$ cat src/rtl/spi_fetch_arbiter_if.sv
// Bus bundle between the fetch/load requesters, the fetch arbiter and the SPI byte reader.
// The slave modport is the arbiter's view; master is the requester/reader environment.
interface spi_fetch_arbiter_if #(
  parameter int ADDR_W = 16,
  parameter int LEN_W  = 2
);
  logic [1:0]        req;
  logic [ADDR_W-1:0] addr0;
  logic [ADDR_W-1:0] addr1;
  logic [LEN_W-1:0]  len0;
  logic [LEN_W-1:0]  len1;
  logic [1:0]        gnt;
  logic [1:0]        rvalid;
  logic [7:0]        rdata;
  logic              rlast;
  logic              busy;
  logic              spi_start;
  logic [ADDR_W-1:0] spi_addr;
  logic              spi_busy;
  logic              spi_done;
  logic [7:0]        spi_data;

  modport slave (
    input  req, addr0, addr1, len0, len1, spi_busy, spi_done, spi_data,
    output gnt, rvalid, rdata, rlast, busy, spi_start, spi_addr
  );

  modport master (
    output req, addr0, addr1, len0, len1, spi_busy, spi_done, spi_data,
    input  gnt, rvalid, rdata, rlast, busy, spi_start, spi_addr
  );
endinterface

$ cat src/rtl/spi_fetch_arbiter.sv
// Round-robin arbiter sharing one SPI byte reader between instruction fetch (port 0) and
// data load (port 1); each grant runs a 1..4 byte burst, one SPI read per byte.
module spi_fetch_arbiter #(
  parameter int ADDR_W = 16,
  parameter int LEN_W  = 2
) (
  input logic               clk,
  input logic               reset,
  spi_fetch_arbiter_if.slave bus
);

  typedef enum logic [1:0] {StIdle, StIssue, StWait, StDone} state_e;

  state_e            state_q, state_d;
  logic [ADDR_W-1:0] cur_addr_q, cur_addr_d;
  logic [LEN_W-1:0]  remaining_q, remaining_d;
  logic [1:0]        gnt_q, gnt_d;
  logic [1:0]        rvalid_q, rvalid_d;
  logic [7:0]        rdata_q, rdata_d;
  logic              rlast_q, rlast_d;
  logic              busy_q, busy_d;
  logic              start_q, start_d;
  logic              last_gnt_q, last_gnt_d;
  logic              winner;

  // On a tie, serve the port that was not served last.
  always_comb begin
    winner = bus.req[0] ? 1'b0 : 1'b1;
    if (bus.req == 2'b11) winner = ~last_gnt_q;
  end

  always_comb begin
    state_d     = state_q;
    cur_addr_d  = cur_addr_q;
    remaining_d = remaining_q;
    gnt_d       = gnt_q;
    rvalid_d    = 2'b00;
    rdata_d     = rdata_q;
    rlast_d     = 1'b0;
    busy_d      = busy_q;
    start_d     = 1'b0;
    last_gnt_d  = last_gnt_q;
    unique case (state_q)
      StIdle: begin
        if (|bus.req) begin
          state_d     = StIssue;
          busy_d      = 1'b1;
          gnt_d       = winner ? 2'b10 : 2'b01;
          cur_addr_d  = winner ? bus.addr1 : bus.addr0;
          remaining_d = winner ? bus.len1 : bus.len0;
        end
      end
      StIssue: begin
        if (!bus.spi_busy) begin
          start_d = 1'b1;
          state_d = StWait;
        end
      end
      StWait: begin
        if (bus.spi_done) begin
          rdata_d  = bus.spi_data;
          rvalid_d = gnt_q;
          if (remaining_q == '0) begin
            rlast_d = 1'b1;
            state_d = StDone;
          end else begin
            cur_addr_d  = cur_addr_q + 1'b1;
            remaining_d = remaining_q - 1'b1;
            state_d     = StIssue;
          end
        end
      end
      StDone: begin
        gnt_d      = 2'b00;
        last_gnt_d = gnt_q[1];
        busy_d     = 1'b0;
        state_d    = StIdle;
      end
      default: state_d = StIdle;
    endcase
  end

  always_ff @(posedge clk) begin
    if (reset) begin
      state_q     <= StIdle;
      cur_addr_q  <= '0;
      remaining_q <= '0;
      gnt_q       <= 2'b00;
      rvalid_q    <= 2'b00;
      rdata_q     <= 8'h00;
      rlast_q     <= 1'b0;
      busy_q      <= 1'b0;
      start_q     <= 1'b0;
      last_gnt_q  <= 1'b1;
    end else begin
      state_q     <= state_d;
      cur_addr_q  <= cur_addr_d;
      remaining_q <= remaining_d;
      gnt_q       <= gnt_d;
      rvalid_q    <= rvalid_d;
      rdata_q     <= rdata_d;
      rlast_q     <= rlast_d;
      busy_q      <= busy_d;
      start_q     <= start_d;
      last_gnt_q  <= last_gnt_d;
    end
  end

  assign bus.gnt       = gnt_q;
  assign bus.rvalid    = rvalid_q;
  assign bus.rdata     = rdata_q;
  assign bus.rlast     = rlast_q;
  assign bus.busy      = busy_q;
  assign bus.spi_start = start_q;
  assign bus.spi_addr  = cur_addr_q;

endmodule

$ cat src/flat_wrapper.sv
// flat-port wrapper written by rule: the top's interface ports become plain ports
module spi_fetch_arbiter_flat 
#(
  parameter int ADDR_W = 16,
  parameter int LEN_W  = 2
)
  (clk, reset, bus_req, bus_addr0, bus_addr1, bus_len0, bus_len1, bus_spi_busy, bus_spi_done, bus_spi_data, bus_gnt, bus_rvalid, bus_rdata, bus_rlast, bus_busy, bus_spi_start, bus_spi_addr);
  spi_fetch_arbiter_if #(.ADDR_W(ADDR_W), .LEN_W(LEN_W)) bus_i ();
  input logic clk;
  input logic reset;
  input wire logic [$bits(bus_i.req)-1:0] bus_req;
  input wire logic [$bits(bus_i.addr0)-1:0] bus_addr0;
  input wire logic [$bits(bus_i.addr1)-1:0] bus_addr1;
  input wire logic [$bits(bus_i.len0)-1:0] bus_len0;
  input wire logic [$bits(bus_i.len1)-1:0] bus_len1;
  input wire logic [$bits(bus_i.spi_busy)-1:0] bus_spi_busy;
  input wire logic [$bits(bus_i.spi_done)-1:0] bus_spi_done;
  input wire logic [$bits(bus_i.spi_data)-1:0] bus_spi_data;
  output wire logic [$bits(bus_i.gnt)-1:0] bus_gnt;
  output wire logic [$bits(bus_i.rvalid)-1:0] bus_rvalid;
  output wire logic [$bits(bus_i.rdata)-1:0] bus_rdata;
  output wire logic [$bits(bus_i.rlast)-1:0] bus_rlast;
  output wire logic [$bits(bus_i.busy)-1:0] bus_busy;
  output wire logic [$bits(bus_i.spi_start)-1:0] bus_spi_start;
  output wire logic [$bits(bus_i.spi_addr)-1:0] bus_spi_addr;
  assign bus_i.req = bus_req;
  assign bus_i.addr0 = bus_addr0;
  assign bus_i.addr1 = bus_addr1;
  assign bus_i.len0 = bus_len0;
  assign bus_i.len1 = bus_len1;
  assign bus_i.spi_busy = bus_spi_busy;
  assign bus_i.spi_done = bus_spi_done;
  assign bus_i.spi_data = bus_spi_data;
  assign bus_gnt = bus_i.gnt;
  assign bus_rvalid = bus_i.rvalid;
  assign bus_rdata = bus_i.rdata;
  assign bus_rlast = bus_i.rlast;
  assign bus_busy = bus_i.busy;
  assign bus_spi_start = bus_i.spi_start;
  assign bus_spi_addr = bus_i.spi_addr;
  spi_fetch_arbiter #(.ADDR_W(ADDR_W), .LEN_W(LEN_W)) u_core (.clk(clk), .reset(reset), .bus(bus_i));
endmodule
$ cat config.mk
export PLATFORM = sky130hd
export DESIGN_NAME = spi_fetch_arbiter_flat
export DESIGN_NICKNAME = d
export VERILOG_FILES = /design/src/rtl/spi_fetch_arbiter_if.sv /design/src/rtl/spi_fetch_arbiter.sv /design/src/flat_wrapper.sv
export SDC_FILE = /design/constraint.sdc
export NUM_CORES = 1
export LEC_CHECK = 0
export CAP_MARGIN = 25
export CORE_MARGIN = 2
export CORE_UTILIZATION = 48
export CTS_BUF_LIST = sky130_fd_sc_hd__clkbuf_4
export DETAILED_ROUTE_END_ITERATION = 6
export PLACE_DENSITY = 0.86
export SYNTH_ARGS = -nofsm -noshare
export SYNTH_HDL_FRONTEND = slang
export SYNTH_SLANG_ARGS = --single-unit
$ cat constraint.sdc
create_clock -name clk -period 2.71 [get_ports clk]
set_input_delay 0.542 -clock clk [delete_from_list [all_inputs] [get_ports clk]]
set_output_delay 0.542 -clock clk [all_outputs]
set_load 0.02 [all_outputs]
* Word-level counts from Yosys, hierarchy flattened
Index checks and enable logic that the tools add are counted.
** Word-level totals
- Output and inout port bits :: 31
- Input port bits :: 50
- Register bits :: 36
- Logic and storage cells :: 59
** Cells by class
- Mux-type cells :: 24
- Bitwise operators :: 4
- Add/sub/neg operators :: 2
- Reduce and logical (&&, ||, !) cells :: 11
- Equal/unequal tests :: 8
** Operators with widths (number)
- 16-bit 2-to-1 mux :: 4
- 16-bit one-hot mux with 2 select lines :: 1
- 2-bit 2-to-1 mux :: 10
- 16-bit by 1-bit adder with 16-bit output, second input constant :: 1
- 2-bit one-hot mux with 2 select lines :: 2
- 2-bit one-hot mux with 4 select lines :: 1
- 2-bit equality test, second input constant :: 3
- 2-bit != test, second input constant :: 3
- 1-bit 2-to-1 mux :: 5
- 2-bit zero test :: 2
- 1-bit inverter :: 4
- 2-bit AND reduction :: 2
- 4-bit AND reduction :: 1
- 2-bit nonzero test :: 2
- 2-bit OR reduction :: 2
- 3-bit AND reduction :: 1
- 3-bit OR reduction :: 1
- 2-bit by 1-bit equality test with 1-bit output, second input constant :: 1
- 2-bit by 1-bit != test with 1-bit output, second input constant :: 1
- 1-bit one-hot mux with 2 select lines :: 1
- 2-bit by 1-bit subtractor with 2-bit output, second input constant :: 1

* Logic depth before layout (Yosys ltp)
Gate-level depths: netlist (run 1).
- Word-level depth :: 5
- Gate-level depth with buffers :: 9
- Gate-level depth less buffers :: 7

* Worst setup path before layout (run 1)
OpenSTA, ideal clock, no wires.
- Path type :: flip-flop to flip-flop
- From :: register u_core.cur_addr_q[2], in the netlist u_core.bus.spi_addr[2]
- To :: register u_core.cur_addr_q[15], in the netlist u_core.bus.spi_addr[15]
- Setup time :: 0.074 ns
- Stages on the path, launching flop included :: 5
- Data arrival time :: 1.794 ns
- Period minus slack after synthesis :: 1.868 ns
- Path slack :: 0.842 ns
- Required time :: 2.636 ns
- Path buffers :: 0
- Cells stage by stage :: dfxtp_1 nand3_2 or4_4 or4_1 a31oi_1
** Between the ends
- Word-level cells in the longest chain between the ends :: 4
** RTL lines
- from (decl) :: line spi_fetch_arbiter.sv:15 : logic [ADDR_W-1:0] cur_addr_q, cur_addr_d;
- from (signal assigned) :: line spi_fetch_arbiter.sv:97 : cur_addr_q <= cur_addr_d;
- 16-bit by 1-bit adder with 16-bit output :: line spi_fetch_arbiter.sv:67 : cur_addr_d = cur_addr_q + 1'b1;
- 16-bit 2-to-1 mux :: line spi_fetch_arbiter.sv:63 : if (remaining_q == '0) begin
- 16-bit 2-to-1 mux :: line spi_fetch_arbiter.sv:60 : if (bus.spi_done) begin
- 16-bit one-hot mux with 2 select lines :: line spi_fetch_arbiter.sv:43 : unique case (state_q)
Every way passes these cells. The select of a mux whose other input is x is not followed.
A chain may end at the register's enable or synchronous reset.

* Worst setup path after layout (run 1)
- From :: input port bus_req[0]
- To :: register u_core.cur_addr_q[14], in the netlist u_core.bus.spi_addr[14]
** Between the ends
- Word-level cells in the longest chain between the ends :: 5
- Elaborated cells between the ends (all ways) :: 9
- Classes of those cells :: eq/ne: 2; mux: 5; reduce/logical: 2
** RTL lines
- from (decl) :: line flat_wrapper.sv:11 : input wire logic [$bits(bus_i.req)-1:0] bus_req;
- 2-bit equality test or 1-bit 2-to-1 mux (tied branches) :: line spi_fetch_arbiter.sv:29, spi_fetch_arbiter.sv:28
- 1-bit 2-to-1 mux :: line spi_fetch_arbiter.sv:29 : if (bus.req == 2'b11) winner = ~last_gnt_q;
- 16-bit 2-to-1 mux :: line spi_fetch_arbiter.sv:49 : cur_addr_d = winner ? bus.addr1 : bus.addr0;
- 16-bit 2-to-1 mux :: line spi_fetch_arbiter.sv:45 : if (|bus.req) begin
- 16-bit one-hot mux with 2 select lines :: line spi_fetch_arbiter.sv:43
Parallel ways exist; a longest one is shown, timed or not. The select of a mux whose other input is x is not followed.

==> results of run 1 <==
## cell usage in the layout, fill, tap and decap left out, types with 2 or more instances in the layout
cell	n
o21ai_0	6
nand2b_1	5
o211a_1	2
buf_4	8
mux2i_1	13
o31ai_1	2
dfxtp_1	36
a21oi_1	21
ha_1	2
and3_1	4
nor4_1	3
nand2_1	35
nand4_1	4
o21ai_1	3
nor3_1	5
clkdlybuf4s50_1	80
o22a_1	2
and2_1	2
a31oi_1	2
mux2_1	4
o22ai_1	6
a2bb2oi_1	4
clkbuf_4	5
clkinv_2	2
inv_1	8
nand3_1	11
mux2_2	3
a32o_1	3
or4_1	2
nor2b_1	2
nand3b_1	2
nor2_1	15
o32ai_1	3
## worst max-delay path, delay by kind of cell
kind / cells / cell delay [ns]
buffers and inverters: 2 / 0.73
AND/OR/NAND/NOR: 1 / 0.06
AO/OA/AOI/OAI: 3 / 0.96
## worst max-delay path by stage
stage | end | slack (ns) | cells past startpoint
after global routing | u_core.bus.spi_addr[14] | 0.57 | 6
after CTS | bus_spi_addr[0] | 0.65 | 1
final | u_core.bus.spi_addr[14] | 0.66 | 6
after global placement | u_core.bus.spi_addr[14] | 0.36 | 6
after detailed placement | u_core.bus.spi_addr[14] | 0.31 | 6
after floorplan | u_core.bus.spi_addr[15] | 0.84 | 4
## through the flow
stage / area [um^2] / instances / utilization
floorplan: 2020 / 244 / -
global placement: 2830 / 365 / 0.702
detailed placement: 2830 / 365 / 0.702
CTS: 2890 / 373 / 0.716
global route: 2890 / 373 / 0.716
finish: 2890 / 373 / 0.716
## flip-flops by register name, summed over array words and instances (netlist names), 2 cells and up
register	count
u_core.bus.rvalid	2
u_core.bus.spi_addr	16
u_core.state_q	2
u_core.bus.rdata	8
u_core.remaining_q	2
u_core.bus.gnt	2
## where the power goes
part / switching [mW] / internal [mW]
Combinational: 0.198 / 0.224
Sequential: 0.0595 / 0.573
Clock: 0.199 / 0.0997
## cell usage after synthesis (4+ instances only)
| cell type | n | area share |
|---|---|---|
| nand2_1 | 35 | 0.065 |
| a21oi_1 | 21 | 0.052 |
| nand2b_1 | 5 | 0.015 |
| and3_1 | 4 | 0.012 |
| clkbuf_1 | 7 | 0.013 |
| nand3_1 | 11 | 0.027 |
| nor2_1 | 15 | 0.028 |
| mux2i_1 | 13 | 0.064 |
| nor3_1 | 5 | 0.012 |
| inv_1 | 8 | 0.015 |
| mux2_1 | 4 | 0.022 |
| o22ai_1 | 6 | 0.019 |
| a2bb2oi_1 | 4 | 0.017 |
| o21ai_0 | 6 | 0.015 |
| nand4_1 | 4 | 0.012 |
| dfxtp_1 | 36 | 0.36 |
| buf_2 | 5 | 0.012 |
## layer usage
layer  vias to the layer above  routed length [um]  track usage  share of wire
met2                       100                2850        0.427           0.50
met1                       986                2350        0.329           0.41
met5                         -                   0            0              0
met3                         8                 462       0.0487          0.080
li1                       1055                   -            -              -
met4                         0                  80       0.0931          0.014
## kinds of logic after synthesis
group	after synthesis	synth area share
and+or+nand+nor	96	0.237
AOI/OAI and AO/OA	65	0.219
DFF	36	0.357
buffers and inverters	25	0.0707
muxes	20	0.104
adders and majority gates	2	0.0124
## layout make-up
cell class,instances,area (um^2)
tap,50,62.6
fill,325,1140
sequential,36,721
inverter,8,30.0
multi-input combinational,183,1150
clock buffer,5,37.5
timing repair buffer,88,861
clock inverter,3,18.8
==> results.md, run 1 <==
- Worst EP arrival: 2.30 ns
- Initial antenna violation count: 0
- Die Footprint: 4740 um^2
- GRT Overall Usage: 0.256
- PostCTS Resize Cnt: 0
- Syn Inst Count: between 200 and 250
- First-pass GRT wire length: 9110 um
- Die width: 68.8 um
- Routed Antenna Nets: 0
- Layout cells sized above 1: 0.0774
- WHS: 0.463 ns
- Distinct cells, synth: 50
- Slowest stage cell, crit path: clkdlybuf4s50_1
- Hold Crit Start: u_core.remaining_q[1]
- Final hold violation count: 0
- Crit path cell chain: clkdlybuf4s50_1 -> o21bai_2 -> o22a_1 -> buf_4 -> nor4_1 -> a211o_1
- I/O Buffers: 80
- Reg2reg path depth: 6
- Sink Count: 36
- Post-route setup slack: around 0.66 ns
- DR vias: 2149
- Vias in the first global route: between 1500 and 2000
- Pre-CTS setup slack: 0.306 ns
- CTS Buffer Depth: 2
- Syn nets: 296
- Hold EP: u_core.remaining_q[1]
- # rows: 23
- Setup slack, reg-to-reg: 0.75 ns
- RSZ-0062 raised after global routing: no
- Worst skew pair latency: roughly 0.35 ns
- Fin crit period: between 2 and 2.5 ns
- Via/cell ratio: 5.76
- Ports: 81
- Slew margin rel.: 0.657
- Max incr delay on CP: 0.49 ns
- Critical path type: input port to register
- Htree depth: 2
- Outcome: completed
- Root buf cell: clkbuf_4
- Seq cells post-synth: 36
- Pin count of the biggest net entering global routing: 31
- Crit path launch type: input port
- DRT iter0 DRCs: approximately 130
- YS warnings: 0
- Sequential area share after synthesis: 0.357
- Starting Density: 0.501
- Drt pass-1 iters: 4
- Max Cap Violations: 0
- Crit Reg-Reg Startpoint: u_core.bus.spi_addr[0]
- Worst setup path startpoint: bus_req[0]
- Hold Crit Class: register to register
- Grt ovf: 0
- Peak VDD IR: between 200 and 250 uV
- Leak Pwr: approximately 1.1 nW
- Final setup vio count: 0
- Fraction of registers with async set/reset: 0
- Crit-path max FO: 12
- Synthesized area per cell: 8.27 um^2
- Syn Std Cell Area: around 2000 um^2
- Number of synthesized flops with an enable pin: 0
- Final period util: 0.758
- Worst Path Required: just under 3 ns
- Postcts setup bufs: 0
- Cts hold-fix bufs: 0
- Post-Route WL: 5740 um
- Worst R2R End: u_core.bus.spi_addr[14]
- Peak Freq: 487 MHz
- P per Cell Area: about 470 nW/um^2
- DRC viols: 0
- CTS tree: yes
- Hold Crit Depth: 2
- Clock transition at the registers of the reported paths: 0.12 ns
- Total power: 1.35 mW
- Final Skew: 0.00914 ns
- WL/cell: 15.4 um
- Detailed placement HPWL: 4170 um
- Synth Flop Type: dfxtp_1
- GP Congestion: 0.915
- Cts bufs inserted: 5
- Worst slew pin tran: slightly above 0.5 ns
- Setup TNS: 0 ns
- Chip Height: about 69 um
- Synth-to-layout area growth: 43.0%
- CP Capture Type: register
- Nets: 374
- ANT cells: 0
- Core area: 4030 um^2
- Final Max Slew Viols: 0
(Power assumes the default switching activity.)
==> run 2: changes to the inputs <==
--- a/config.mk
+++ b/config.mk
@@ -7,10 +7,10 @@
 export LEC_CHECK = 0
 export CAP_MARGIN = 25
 export CORE_MARGIN = 2
-export CORE_UTILIZATION = 48
+export CORE_UTILIZATION = 45
 export CTS_BUF_LIST = sky130_fd_sc_hd__clkbuf_4
 export DETAILED_ROUTE_END_ITERATION = 6
-export PLACE_DENSITY = 0.86
+export PLACE_DENSITY = 0.81
 export SYNTH_ARGS = -nofsm -noshare
 export SYNTH_HDL_FRONTEND = slang
 export SYNTH_SLANG_ARGS = --single-unit
==> constraint.sdc (replaced) <==
create_clock -name clk -period 2 [get_ports clk]
set_input_delay 0.4 -clock clk [delete_from_list [all_inputs] [get_ports clk]]
set_output_delay 0.4 -clock clk [all_outputs]
set_load 0.02 [all_outputs]
==> results.md, run 2 (synthesis results as in run 1) <==
- Sw frac: 0.305
- Die width: roughly 70 um
- CTS tree: yes
- CP Capture Type: register
- Postcts setup bufs: 0
- Layout cells sized above 1: 0.126
- Pre-CTS setup slack: -0.149 ns
- Final period util: 0.947
- Detailed placement HPWL: between 4000 and 5000 um
- PostCTS Resize Cnt: 0
- P per Cell Area: 659 nW/um^2
- DRT iter0 DRCs: about 170
- Setup TNS: 0 ns
- Peak VDD IR: 375 uV
- Root buf cell: clkbuf_4
- Net Sw Power: just over 0.6 mW
- Chip Height: 71.0 um
- Final hold violation count: 0
- Crit path launch type: register
- Register area: 721 um^2
- First-pass GRT wire length: 9580 um
- DR vias: 2235
- GP Congestion: 0.962
- Post-Route WL: 5900 um
- Multi-input gate area: 1150 um^2
- Initial antenna violation count: 0
- Worst Path Required: 2.25 ns
- Leak Pwr: 1.20 nW
- WL/cell: about 15 um
- Internal power: roughly 1.4 mW
- Core area: 4320 um^2
- Hold Crit Class: register to register
- Most common cell after layout, fill and taps aside: clkdlybuf4s50_1
- Slew margin rel.: 0.710
- Pin count of the biggest net entering global routing: 22
- Htree depth: 2
- Worst slew pin tran: 0.435 ns
- Final Non-Filler Cells: just under 400
- Fin crit period: 1.89 ns
- Synth-to-layout area growth: 51.6%
- Most frequent cells in the layout: clkdlybuf4s50_1 (80), dfxtp_1 (36), nand2_1 (35)
- Ports: 81
- GRT Overall Usage: 0.236
- Worst skew pair latency: around 0.34 ns
- Seq pwr share: 0.416
- CTS Buffer Depth: 2
- Cts bufs inserted: 5
- Worst EP arrival: 2.14 ns
- I/O Buffers: 80
- Critical path type: register to register
- Crit-path max FO: 6
- ANT cells: 0
- Routed Antenna Nets: 0
- Cts hold-fix bufs: 0
- Final Skew: 0.00740 ns
- Grt ovf: 0
- Vias in the first global route: 2049
- DRC viols: 0
- Final setup vio count: 0
- Die Footprint: 5040 um^2
- Flip-flop count of the largest register after layout: 16
- Number of fillers in the final layout: between 300 and 400
- Final Core Density: 0.707
- Total power: roughly 2.0 mW
- Hold Crit Start: u_core.bus.rdata[2]
- Nets: 392
- Outcome: completed
- Peak Freq: 528 MHz
- Post-route setup slack: 0.106 ns
- # rows: 24
- Placed cells: 385
- Clock transition at the registers of the reported paths: 0.11 ns
- Combinational share of power: 0.322
- Crit Reg-Reg Startpoint: u_core.bus.spi_addr[1]
- Sink Count: 36
- Via/cell ratio: 5.69
- Final Max Slew Viols: 0
- Max Cap Violations: 0
- Worst setup path startpoint: u_core.bus.spi_addr[1]
- Starting Density: 0.467
- Drt pass-1 iters: 5
- RSZ-0062 raised after global routing: no
- Clock Power Share: 0.262
[run 2: critical path: stages, from the launching register on]
cell and delay (ns):
dfxtp_1 0.45, ha_1 0.25, and4_2 0.29, nand4_1 0.16, nor3_1 0.33, nor4b_1 0.09, a211o_1 0.23
[run 2: metrics by stage]
stage / hold slack [ns] / instance area, um^2
finish: 0.460 / 3060
global placement: 0.441 / 2980
global route: 0.490 / 3060
floorplan: 0.436 / 2020
detailed placement: 0.447 / 2980
CTS: 0.463 / 3060
[run 2: area by class of cell]
class	instances	area share
Clock buffer	6	0.0147
Clock inverter	2	0.0115
Inverter	8	0.00982
Multi-Input combinational cell	183	0.378
Sequential cell	36	0.236
Tap cell	52	0.0213
Timing Repair Buffer	106	0.330
[run 2: worst paths after layout]
kind,cells after the start,slack [ns],to
setup / recovery,6,0.11,u_core.bus.spi_addr[14]
hold / removal,2,0.46,u_core.bus.rdata[2]
setup reg to reg,6,0.11,u_core.bus.spi_addr[14]
hold reg to reg,2,0.46,u_core.bus.rdata[2]
[run 2: routing by layer]
layer  vias up  GRT usage  wire [um]
met5         -          0          0
met4         0     0.0881         76
met3         7     0.0484        488
met2       100      0.379       2820
met1      1038      0.314       2520
li1       1090          -          -
[run 2: power by group through the flow]
stage	Sequential (mW)	Clock, mW	Combinational [mW]
2_1_floorplan	0.906	0	0.272
3_3_place_gp	0.851	0	0.635
3_5_place_dp	0.852	0	0.647
4_1_cts	0.836	0.533	0.650
5_1_grt	0.847	0.570	0.698
6_report	0.838	0.529	0.650
